**src/rtl/i2s_in.sv**
```systemverilog
// I2S slave receiver: resamples bclk/ws/d onto clk_in and deserialises
// MSB-first slots into parallel words with a channel flag.
//
// Ports:
//   clk_in, reset_in        system clock, async active-high reset
//   bclk_in, ws_in, d_in    raw I2S bit clock, word select, serial data
//   data_out, right_out     last completed word and its channel (1=right)
//   data_valid_out          one-cycle pulse per completed word
//   frame_err_out           one-cycle pulse per short slot
`timescale 1ns/1ps
module i2s_in #(
  parameter int DATA_W      = 16,
  parameter int SYNC_STAGES = 2
) (
  input  logic              clk_in,
  input  logic              reset_in,
  input  logic              bclk_in,
  input  logic              ws_in,
  input  logic              d_in,
  output logic [DATA_W-1:0] data_out,
  output logic              right_out,
  output logic              data_valid_out,
  output logic              frame_err_out
);

  localparam int CW = $clog2(DATA_W + 1);

  typedef enum logic {HUNT, SHIFT} state_t;

  logic [SYNC_STAGES-1:0] bclk_sy;
  logic [SYNC_STAGES-1:0] ws_sy;
  logic [SYNC_STAGES-1:0] d_sy;
  logic                   bclk_p;
  logic                   rise;

  logic smp_vld;
  logic smp_ws;
  logic smp_d;

  state_t            state;
  logic              ws_q;
  logic [DATA_W-1:0] shreg;
  logic [CW-1:0]     bit_cnt;
  logic [DATA_W-1:0] word_q;
  logic              word_right;
  logic              pend_vld;
  logic              pend_err;

  logic              bnd;
  logic [DATA_W-1:0] sh_nx;
  logic [CW-1:0]     cnt_nx;

  assign rise = bclk_sy[SYNC_STAGES-1] & ~bclk_p;

  always_ff @(posedge clk_in or posedge reset_in) begin
    if (reset_in) begin
      bclk_sy <= '0;
      ws_sy   <= '0;
      d_sy    <= '0;
      bclk_p  <= 1'b0;
      smp_vld <= 1'b0;
      smp_ws  <= 1'b0;
      smp_d   <= 1'b0;
    end else begin
      bclk_sy <= {bclk_sy[SYNC_STAGES-2:0], bclk_in};
      ws_sy   <= {ws_sy[SYNC_STAGES-2:0], ws_in};
      d_sy    <= {d_sy[SYNC_STAGES-2:0], d_in};
      bclk_p  <= bclk_sy[SYNC_STAGES-1];
      smp_vld <= rise;
      if (rise) begin
        smp_ws <= ws_sy[SYNC_STAGES-1];
        smp_d  <= d_sy[SYNC_STAGES-1];
      end
    end
  end

  // Shift rule shared by normal and boundary rises; bit_cnt
  // saturates so long slots keep only their leading bits.
  always_comb begin
    bnd    = smp_vld && (smp_ws != ws_q);
    sh_nx  = shreg;
    cnt_nx = bit_cnt;
    if (bit_cnt < CW'(DATA_W)) begin
      sh_nx  = {shreg[DATA_W-2:0], smp_d};
      cnt_nx = bit_cnt + 1'b1;
    end
  end

  always_ff @(posedge clk_in or posedge reset_in) begin
    if (reset_in) begin
      state      <= HUNT;
      ws_q       <= 1'b0;
      shreg      <= '0;
      bit_cnt    <= '0;
      word_q     <= '0;
      word_right <= 1'b0;
      pend_vld   <= 1'b0;
      pend_err   <= 1'b0;
    end else begin
      pend_vld <= 1'b0;
      pend_err <= 1'b0;
      if (smp_vld) begin
        ws_q <= smp_ws;
        unique case (state)
          HUNT: begin
            if (bnd) begin
              state   <= SHIFT;
              shreg   <= '0;
              bit_cnt <= '0;
            end
          end
          SHIFT: begin
            if (!bnd) begin
              shreg   <= sh_nx;
              bit_cnt <= cnt_nx;
            end else begin
              // d at the boundary rise is the LSB of the closing slot
              if (cnt_nx == CW'(DATA_W)) begin
                word_q     <= sh_nx;
                word_right <= ws_q;
                pend_vld   <= 1'b1;
              end else begin
                pend_err <= 1'b1;
              end
              shreg   <= '0;
              bit_cnt <= '0;
            end
          end
        endcase
      end
    end
  end

  always_ff @(posedge clk_in or posedge reset_in) begin
    if (reset_in) begin
      data_out       <= '0;
      right_out      <= 1'b0;
      data_valid_out <= 1'b0;
      frame_err_out  <= 1'b0;
    end else begin
      data_valid_out <= pend_vld;
      frame_err_out  <= pend_err;
      if (pend_vld) begin
        data_out  <= word_q;
        right_out <= word_right;
      end
    end
  end

endmodule

```
**config.mk**
```make
export PLATFORM = sky130hd
export DESIGN_NAME = i2s_in
export DESIGN_NICKNAME = d
export VERILOG_FILES = /design/src/rtl/i2s_in.sv
export SDC_FILE = /design/constraint.sdc
export NUM_CORES = 1
export LEC_CHECK = 0
export ABC_CLOCK_PERIOD_IN_PS = 6400
export BUFFER_PORTS_ARGS = -buffer_cell sky130_fd_sc_hd__buf_4
export CORE_MARGIN = 2
export CORE_UTILIZATION = 40
export CTS_BUF_LIST = sky130_fd_sc_hd__clkbuf_4
export CTS_CLUSTER_SIZE = 16
export DETAILED_ROUTE_END_ITERATION = 7
export GPL_ROUTABILITY_DRIVEN = 0
export PLACE_DENSITY = 0.69
export SETUP_SLACK_MARGIN = 0.02
export SYNTH_ARGS = -nofsm -noshare
export SYNTH_HDL_FRONTEND = slang
export SYNTH_SLANG_ARGS = --single-unit
```
**constraint.sdc**
```tcl
create_clock -name clk_in -period 6.4 [get_ports clk_in]
set_input_delay 0.96 -clock clk_in [delete_from_list [all_inputs] [get_ports clk_in]]
set_output_delay 0.96 -clock clk_in [all_outputs]
set_load 0.02 [all_outputs]
```
[Word-level counts from Yosys, hierarchy flattened]
Index checks and enable logic that the tools add are counted.
Word-level totals
  register bits: 71
  bits in latches: 0
  memory bits (writable): 0
  bits in read-only memories: 0
  bits of input ports: 5
  output and inout port bits: 19
  word-level logic and storage cells: 48
  memories: 0
Cells by class
  add/subtract/negate cells: 1
  $mul: 0
  div/mod/pow operators: 0
  magnitude comparators: 1
  eq/ne operators: 3
  shift operators: 0
  mux-type cells: 18
  bitwise operators: 3
  reduce and logical (&&, ||, !) cells: 3
Operators by type and width (count)
  16-bit 2-to-1 mux: 3
  16-bit case mux with 2 select lines: 1
  5-bit 2-to-1 mux: 3
  1-bit 2-to-1 mux: 10
  5-bit case mux with 2 select lines: 1
  5-bit by 1-bit adder with 5-bit output (second input constant): 1
  5-bit == test (second input constant): 1
  5-bit less-than comparator (second input constant): 1
  4-bit AND reduction: 1
  2-bit != test (second input constant): 1
  1-bit NOT: 2
  2-bit AND reduction: 1
  1-bit AND: 1
  1-bit logical AND: 1
  1-bit != test: 1

[Logic depth before layout (Yosys ltp)]
  depth after elaboration: 7
  depth in mapped cells: 7
  depth with buffers taken out: 5

[Least setup slack after synthesis]
No wires, ideal clock.
  kind: register to register
  start: reg bit_cnt[4]
  end: reg word_q[15]
  setup time: 0.128 ns
  arrival time: 1.698 ns
  required time: 6.272 ns
  setup slack: 4.575 ns
  cell stages (with the launch flop): 6
  buffers on the path: 1
  period minus slack after synthesis: 1.825 ns
  path through: dfrtp_1 inv_2 or4_4 a221oi_2 buf_6 mux2_1
On the way
  longest elaborated chain between the ends: 4
  elaborated cells between the ends (all ways): 6
  classes of those cells: add/sub (1); order compare (1); eq/ne (1); mux (2); reduce/logical (1)
RTL lines
  from (decl): RTL line 43  | logic [CW-1:0] bit_cnt;
  from (signal assigned): RTL line 115  | bit_cnt <= cnt_nx;
  5-bit by 1-bit adder with 5-bit output or 5-bit less-than comparator (tied branches): RTL line 85, 83
  5-bit 2-to-1 mux: RTL line 83  | if (bit_cnt < CW'(DATA_W)) begin
  5-bit == test: RTL line 118  | if (cnt_nx == CW'(DATA_W)) begin
  4-bit AND reduction (no line)
  to (signal assigned): RTL line 119  | word_q <= sh_nx;
  to (decl): RTL line 44  | logic [DATA_W-1:0] word_q;
Parallel ways exist; a longest one is shown, timed or not.
A chain may end at the register's enable or synchronous reset.

[Worst setup path after layout]
  start: reg bit_cnt[4]
  end: reg word_right
On the way
  longest elaborated chain between the ends: 4
  elaborated cells between the ends (all ways): 5
  classes of those cells: add/sub (1); order compare (1); eq/ne (1); mux (1); reduce/logical (1)
RTL lines
  5-bit by 1-bit adder with 5-bit output or 5-bit less-than comparator (tied branches): RTL line 85, 83
  5-bit 2-to-1 mux *: RTL line 83
  5-bit == test *: RTL line 118
  4-bit AND reduction (no line) *
  to (signal assigned): RTL line 120  | word_right <= ws_q;
  to (decl): RTL line 45  | logic word_right;
Every way passes the cells marked *; elsewhere a longest branch is shown, timed or not.

==> results.toml <==
[outcome]
status = "finished, final reports clean"

[pwr]
switching_share_pct = 25.2
powerDensity_nw_per_um2 = 258
clkPwrFrac_pct = 33.2
combPwrFrac_pct = 8.3
p_leak_uw = 0.00146
power.switching_uw = 209
power.share.sequential_pct = 58.5
peakVddDrop_uv = 156
p_int_uw = 620

[sta]
hold_violations = 0
min_period_over_period_pct = 42.9
setup-violations-final = 0
slew_viol_final = 0
max_freq_mhz = 364
worst_pin_slew_ns = 1.04
maxSlewHeadroom_pct = 30.6
skew_ns = 0.0130
finalCriticalPeriod_ns = 2.75
tns_ns = 0
rsz0062_at_grt = "false"

[yosys]
syn_inst = 216
ys_ff_latch = 71
yosys.area.top_type = "dfrtp_1"
synth_top_cell_area_share_pct = 62.7
ys_types = 31
synthesis.area_um2 = 2830
yosys_warnings = 0
syn-num-nets = 222
synth.area.top_cells = "dfrtp_1 (63%), mux2i_1 (11%), mux2_1 (5.2%)"
yosysSeqAreaShare_pct = 62.7
avgSynthCellArea_um2 = 13.1

[clock_network]
clkTransAtPathRegs_ns = 0.11
ctsResizeCount = 0
insertion_delay_ns = 0.40
cts_hold_buffers = 0
cts_made_buffers = 9
clockBufferDepth = 2
post_cts_buffers = 0
cts-root-buf = "clkbuf_4"
ctsHtreeMaxLevel = 3
clock-sinks = 71
tritoncts = "yes"

[critical_path]
critPathSlowestCell = "dfrtp_1"
critPathLaunch = "bit_cnt[4]$_DFFE_PP0P_"
r2r-end = "word_right$_DFFE_PP0P_"
endpoint_kind = "flop"
ff2ff_path_depth = 5
path_cells = "inv_2, or4_4, a221oi_2, buf_4, mux2_1"
startpoint_type = "flop"
crit_type = "flop to flop"
worstPathMaxFanout = 22
critPathCapture = "word_right$_DFFE_PP0P_"
r2r_slack_ns = 3.65
worstReg2RegStart = "bit_cnt[4]$_DFFE_PP0P_"
cp_data_arrival_time_ns = 3.04
cp_data_required_time_ns = 6.69
slowest_delay_ns = 1.04

[floorplanning]
fp.dieH_um = 88.2
io_pins = 24
coreArea_um2 = 6830
fp.dieW_um = 88.2
rows = 30
start_util_pct = 41.5
dieArea_um2 = 7770

[routing]
drt-initial-drc-count = 118
antenna_left = 0
wl_mm = 4.42
wl_per_cell_um = 12.9
vias = 1633
drc = 0
dr.pass1.iters = 4
vias_per_cell = 4.76

[final_layout]
final_util_pct = 47.1
diodes = 0
nets = 249
drive_gt1_share_pct = 22.7
final-instance-count-excl-fill = 343
area_delta_synth_final_pct = 13.5

[global_routing]
overflow = 0
antenna_found_initial = 0
grt_usage_pct = 13.3
grt_pass1_wl_mm = 7.74
grt_max_degree = 72
grt_pass1_vias = 1629

[placement]
hpwl_mm = 2.80
dp.cells = 328
portBuffers = 23

[run]
max_cap_viol_count = 0

[worst_hold_path]
hp-class = "flop to flop"
[cell usage after synthesis]
master	number
nand4_1	1
a21oi_1	2
nand3b_1	1
buf_1	1
inv_2	1
buf_12	1
and2_1	1
mux2i_1	30
nor2b_1	3
or3_1	1
clkbuf_1	6
xnor2_1	1
nand3_1	2
a22o_1	3
or4_4	1
buf_2	1
ha_1	1
or2_1	1
xor2_1	1
a41oi_1	1
inv_1	17
dfrtp_1	71
a221oi_2	1
o21ai_1	17
buf_6	1
nand2_1	18
a22oi_1	1
mux2_1	13
nor2_1	3
a21o_1	3
mux2_2	11
[per-layer routing]
metal  up-vias  routed length [um]  track usage (%)
li1        793                   -                -
met1       806                2160             17.3
met2        29                1990             19.9
met3         5                 201             5.66
met4         0                  71             4.82
met5         -                   0                0
[worst min path at each step]
stage,end,slack (ns),cells after the start,startpoint
floorplan,bclk_sy[1]$_DFF_PP0_,0.33,0,bclk_sy[0]$_DFF_PP0_
global placement,d_sy[1]$_DFF_PP0_,0.33,0,d_sy[0]$_DFF_PP0_
detailed placement,bclk_sy[1]$_DFF_PP0_,0.34,0,bclk_sy[0]$_DFF_PP0_
CTS,bclk_sy[1]$_DFF_PP0_,0.36,0,bclk_sy[0]$_DFF_PP0_
global route,d_sy[1]$_DFF_PP0_,0.38,0,d_sy[0]$_DFF_PP0_
finish,bclk_sy[1]$_DFF_PP0_,0.36,0,bclk_sy[0]$_DFF_PP0_
[sequential cells by signal, summed over array words and instances, names as in the netlist]
signal,cells
data_out,16
shreg,16
word_q,16
bit_cnt,5
bclk_sy,2
d_sy,2
ws_sy,2
bclk_p,1
data_valid_out,1
frame_err_out,1
pend_err,1
pend_vld,1
right_out,1
smp_d,1
smp_vld,1
smp_ws,1
state,1
word_right,1
ws_q,1
[cell families after synthesis]
kind of cell               after synthesis  share of synthesized area, %
buffers and inverters                   28                          4.59
DFF                                     71                          62.7
and+or+nand+nor                         32                          5.34
adders and majority gates                1                         0.441
xor gates and xnor gates                 2                         0.618
muxes                                   54                          20.1
AOI/OAI and AO/OA                       28                          6.18
[cell type report]
cell class                 count  area [um^2]
fill                         639         3610
sequential                    71         1780
multi-input combinational    117          927
timing repair buffer          26          195
tap                           96          120
clock buffer                  11         82.6
inverter                      18         67.6
clock inverter                 4         47.5
[worst max-delay path: cells and delay by family (launching register included)]
kind	cells	cell delay, ns
multiplexers	1	0.36
AO/OA/AOI/OAI	1	0.25
AND/OR/NAND/NOR	1	0.57
buffers and inverters	2	0.41
flip-flops	1	1.04
[power by group through the flow]
stage	clock network [uW]	logic (uW)	registers [uW]
6_report	275	69.2	485
5_1_grt	302	78.1	489
4_1_cts	284	70.4	485
3_5_place_dp	0	69.9	494
3_3_place_gp	0	66.7	493
2_1_floorplan	0	53.7	489
[stage by stage]
| stage | worst slack, ns | hold slack [ns] | power (uW) | cell area, um^2 |
|---|---|---|---|---|
| floorplan | 3.64 | 0.331 | 543 | 2830 |
| CTS | 3.63 | 0.363 | 840 | 3220 |
| finish | 3.65 | 0.358 | 829 | 3220 |
| global placement | 3.72 | 0.332 | 560 | 3090 |
| global route | 3.49 | 0.379 | 869 | 3220 |
| detailed placement | 3.65 | 0.337 | 564 | 3090 |
[cell usage in the layout (no fill, tap or decap)]
master,n
a21o_1,3
a21oi_1,2
a221oi_2,1
a22o_1,3
a22oi_1,1
a41oi_1,1
and2_1,1
buf_4,26
bufinv_16,1
clkbuf_4,11
clkinv_2,2
clkinvlp_4,1
dfrtp_1,71
ha_1,1
inv_1,16
inv_2,2
mux2_1,13
mux2_2,11
mux2i_1,30
nand2_1,18
nand3_1,2
nand3b_1,1
nand4_1,1
nor2_1,3
nor2b_1,3
o21ai_1,17
or2_1,1
or3_1,1
or4_4,1
xnor2_1,1
xor2_1,1
(Power assumes the default switching activity.)
